==> src/rtl/washer_timer.sv <==
// Run-length timer: expires after TICKS consecutive run cycles, clears as soon as run drops.
module washer_timer #(
  parameter int TIMER_W = 16,
  parameter int TICKS   = 1000
) (
  input  logic clock,
  input  logic reset,
  input  logic run,
  input  logic hold,
  output logic expired
);

  localparam logic [TIMER_W-1:0] TERM = TIMER_W'(TICKS - 1);

  logic [TIMER_W-1:0] count_q, count_d;
  logic               expired_q, expired_d;

  // Next-state: freeze on hold, clear when idle, saturate at the terminal count.
  always_comb begin
    count_d   = count_q;
    expired_d = expired_q;
    if (hold) begin
      count_d   = count_q;
      expired_d = expired_q;
    end else if (!run) begin
      count_d   = {TIMER_W{1'b0}};
      expired_d = 1'b0;
    end else if (count_q == TERM) begin
      count_d   = count_q;
      expired_d = 1'b1;
    end else begin
      count_d   = count_q + TIMER_W'(1);
      expired_d = 1'b0;
    end
  end

  // Timer state registers.
  always_ff @(posedge clock or posedge reset) begin
    if (reset) begin
      count_q   <= {TIMER_W{1'b0}};
      expired_q <= 1'b0;
    end else begin
      count_q   <= count_d;
      expired_q <= expired_d;
    end
  end

  assign expired = expired_q;

endmodule

==> config.mk <==
export PLATFORM = sky130hd
export DESIGN_NAME = washer_timer
export DESIGN_NICKNAME = d
export VERILOG_FILES = /design/src/rtl/washer_timer.sv
export SDC_FILE = /design/constraint.sdc
export NUM_CORES = 1
export LEC_CHECK = 0
export ABC_AREA = 1
export CAP_MARGIN = 20
export CELL_PAD_IN_SITES_DETAIL_PLACEMENT = 0
export CELL_PAD_IN_SITES_GLOBAL_PLACEMENT = 1
export CORE_ASPECT_RATIO = 1.4
export CORE_MARGIN = 1.5
export CORE_UTILIZATION = 42
export DETAILED_ROUTE_END_ITERATION = 8
export PLACE_DENSITY = 0.81
export SLEW_MARGIN = 40
export SYNTH_ARGS = -nofsm -noshare
export SYNTH_HDL_FRONTEND = slang
export SYNTH_SLANG_ARGS = --single-unit
==> constraint.sdc <==
create_clock -name clock -period 1.8 [get_ports clock]
set_input_delay 0.18 -clock clock [delete_from_list [all_inputs] [get_ports clock]]
set_output_delay 0.18 -clock clock [all_outputs]
set_load 0.05 [all_outputs]
==> key figures, run 1 <==
STA
  • Slew Viols, Final: 0
  • Setup TNS: 0 ns
  • Rel. slew slack: 67.1%
  • Endpoints failing hold: 0
  • Clock skew: 0.00183 ns
  • Final worst-path cycle share: 90.0%
  • Final Critical Period: 1.62 ns
  • RSZ-0062 raised after global routing: false
  • Worst Tran Pin Value: 0.491 ns
  • Final Setup Violations: 0
  • Max frequency: 617 MHz

Synthesis
  • Yosys top cell area share: 37.2%
  • Largest area contributor in the synthesized netlist: dfrtp_1
  • EDFF count, synth: 0
  • Asr flop ratio synth: 100%
  • Sequential element share of the synthesized area: 37.2%
  • Ranking of synthesized cells by area: dfrtp_1 (37%), nand2_1 (21%), nor2_1 (6.9%)
  • Post-Synthesis Cells: 169
  • Post-synthesis cell type count: 20
  • Synth top cells by count: nand2_1 (64), nor2_1 (21), dfrtp_1 (17), inv_1 (17), nand3_1 (11)
  • Synth Cell Area: 1140 µm²
  • Top_reg_cell synth: dfrtp_1
  • Most frequent cell after synthesis: nand2_1
  • Number of synthesized register bits: 17
  • Post-Syn Nets: 174
  • Synthesized area per cell: 6.76 µm²
  • Ys Warns: 0

Worst setup path
  • Worst Path Required: 1.62 ns
  • Crit-path max FO: 2
  • Crit path cell chain: clkdlybuf4s50_1
  • Setup CP Type: reg -> out
  • Flop-to-flop setup slack: 0.29 ns
  • CP arrival: 1.44 ns
  • CP endpoint kind: output port
  • CP max stage cell: clkdlybuf4s50_1
  • CP max stage delay: 0.80 ns
  • Startpoint types: register
  • Delay-heaviest family, CP: buffers and inverters
  • CP Buf/Inv Count: 1

Global routing
  • Number of antenna violations at the first check in global routing: 0
  • Largest net degree at the start of global routing: 19
  • Grt ovf: 0
  • Vias in the first global route: 957
  • Gr usage total: 20.0%
  • Global-route wire length before repair: 4.34 mm

Power and ir drop
  • Internal power: 502 µW
  • VDD IR-drop max: 0.373 mV
  • Pwr Density: 543 nW/µm²
  • Comb power frac: 10.3%
  • Switch Pwr: 176 µW
  • Share of power burned in the clock network: 30.2%
  • Leak Pwr: 0.000573 µW
  • Switching Share: 25.9%
  • Reg power frac: 59.5%

Floorplan
  • Row cnt: 22
  • Starting Density: 43.7%
  • Core Region: 2620 µm²
  • Total die area: 3050 µm²
  • Die W: 47.1 µm
  • Die height: 64.7 µm
  • Boundary Pins: 5

Detailed routing
  • Vias: 1028
  • # DRC: 0
  • Routed wire length: 2.58 mm
  • ANT nets after route: 0
  • Vias/cell: 4.83
  • Iteration-0 DRC Markers: 16
  • Initial DRT Pass Iterations: 5
  • Post-DR wirelength/cell: 12.1 µm

Outcome
  • Outcome: completed

Clock tree
  • H-tree depth: 1
  • Worst skew pair latency: 0.29 ns
  • Worst-path clk slew: 0.10 ns
  • Post-CTS Setup Bufs: 0
  • Sink Count: 17
  • Clock Tree Buf Depth: 2
  • CTS Buf Count: 3
  • Hold_buf cts: 0
  • CTS-repair resized insts: 0
  • CTS tree: built
  • Root Buffer: clkbuf_4

Hold path
  • Hold/Removal Path Class: in -> async

Cells and area
  • Fin area: 1250 µm²
  • Share of layout cells above drive strength 1: 11.9%
  • Synth-to-Final Area Change: 9.31%
  • Layout Nets: 183
  • Number of diodes: 0
  • Final Non-Filler Cells: 213

Placed design
  • Gp weighted congestion: 0.808
  • IO Port Bufs: 4
  • DP Wirelength: 1.99 mm
  • Placed cell area: 1220 µm²
  • Dpl cells: 209

Job
  • Max Cap Viol: 0
-- power groups by stage --
stage	registers (µW)	logic [µW]	clock network [µW]
floorplan	413	39.3	0
global placement	410	69.9	0
detailed placement	411	71.6	0
CTS	404	71.7	210
global route	406	78.4	232
finish	403	70.2	205
-- worst paths after layout --
| kind | end | cells after the start | startpoint |
|---|---|---|---|
| setup / recovery | expired | 1 | expired |
| hold / removal | count_q[0] | 3 | reset |
| setup reg to reg | count_q[12] | 8 | count_q[1] |
| hold reg to reg | expired | 1 | expired |
| max in group asynchronous | expired | 3 | reset |
| min in group clock | expired | 1 | expired |
-- sequential cells by signal, summed over array words and instances (netlist names) --
| signal | flops |
|---|---|
| count_q | 16 |
| expired | 1 |
-- metrics by stage --
stage / setup slack, ns / utilization (%) / hold slack, ns / total power, µW
2_1_floorplan: 0.462 / - / 0.106 / 452
3_3_place_gp: 0.342 / 46.7 / 0.461 / 480
3_5_place_dp: 0.277 / 46.7 / 0.467 / 483
4_1_cts: 0.168 / 47.8 / 0.195 / 685
5_1_grt: 0.119 / 47.8 / 0.207 / 716
6_report: 0.180 / 47.8 / 0.191 / 678
-- layout make-up --
class / instances / area [µm²]
multi-input cells: 131 / 626
well taps: 36 / 45.0
flip-flops and latches: 17 / 425
fillers: 291 / 1370
inverters: 19 / 71.3
clock buffers: 4 / 26.3
repair buffers: 6 / 55.1
-- cells by family after synthesis --
logic type	Yosys count	share of synthesized area [%]
buffers and inverters	21	7.99
flip-flops	17	37.2
adder cells (fa/ha/maj)	1	1.10
XOR/XNOR	5	3.83
AO/OA/AOI/OAI	13	6.90
AND/OR/NAND/NOR	112	42.9
-- cells in the final DEF, fill, tap and decap left out --
cell type	n
xnor2_1	1
nor2_1	21
clkdlybuf4s50_1	4
nand2_4	1
inv_2	2
nand2_1	64
nand4_1	5
nand3_4	1
nand3_1	11
xor2_1	4
nand2_2	4
clkbuf_1	1
dfrtp_1	17
o21a_1	1
clkbuf_4	3
ha_1	1
inv_1	17
o21ai_0	6
buf_4	2
o21ai_1	3
o21ai_2	3
nor2_2	5
-- layer usage --
metal	GRT usage, %	part of all wire (%)	up-vias
met5	0	0	-
li1	-	-	545
met1	25.7	46	459
met3	2.51	2.7	4
met2	32.0	49	20
met4	9.38	2.2	0
No activity file was read; power rests on OpenSTA's default activity.
==> inputs of run 2 (changes only) <==
--- a/config.mk
+++ b/config.mk
@@ -14,6 +14,7 @@
 export CORE_UTILIZATION = 42
 export DETAILED_ROUTE_END_ITERATION = 8
 export PLACE_DENSITY = 0.81
+export SKIP_CTS_REPAIR_TIMING = 1
 export SLEW_MARGIN = 40
 export SYNTH_ARGS = -nofsm -noshare
 export SYNTH_HDL_FRONTEND = slang
==> results of run 2 <==
Same layout as run 1: the final DEF is identical, and so are final timing and power.
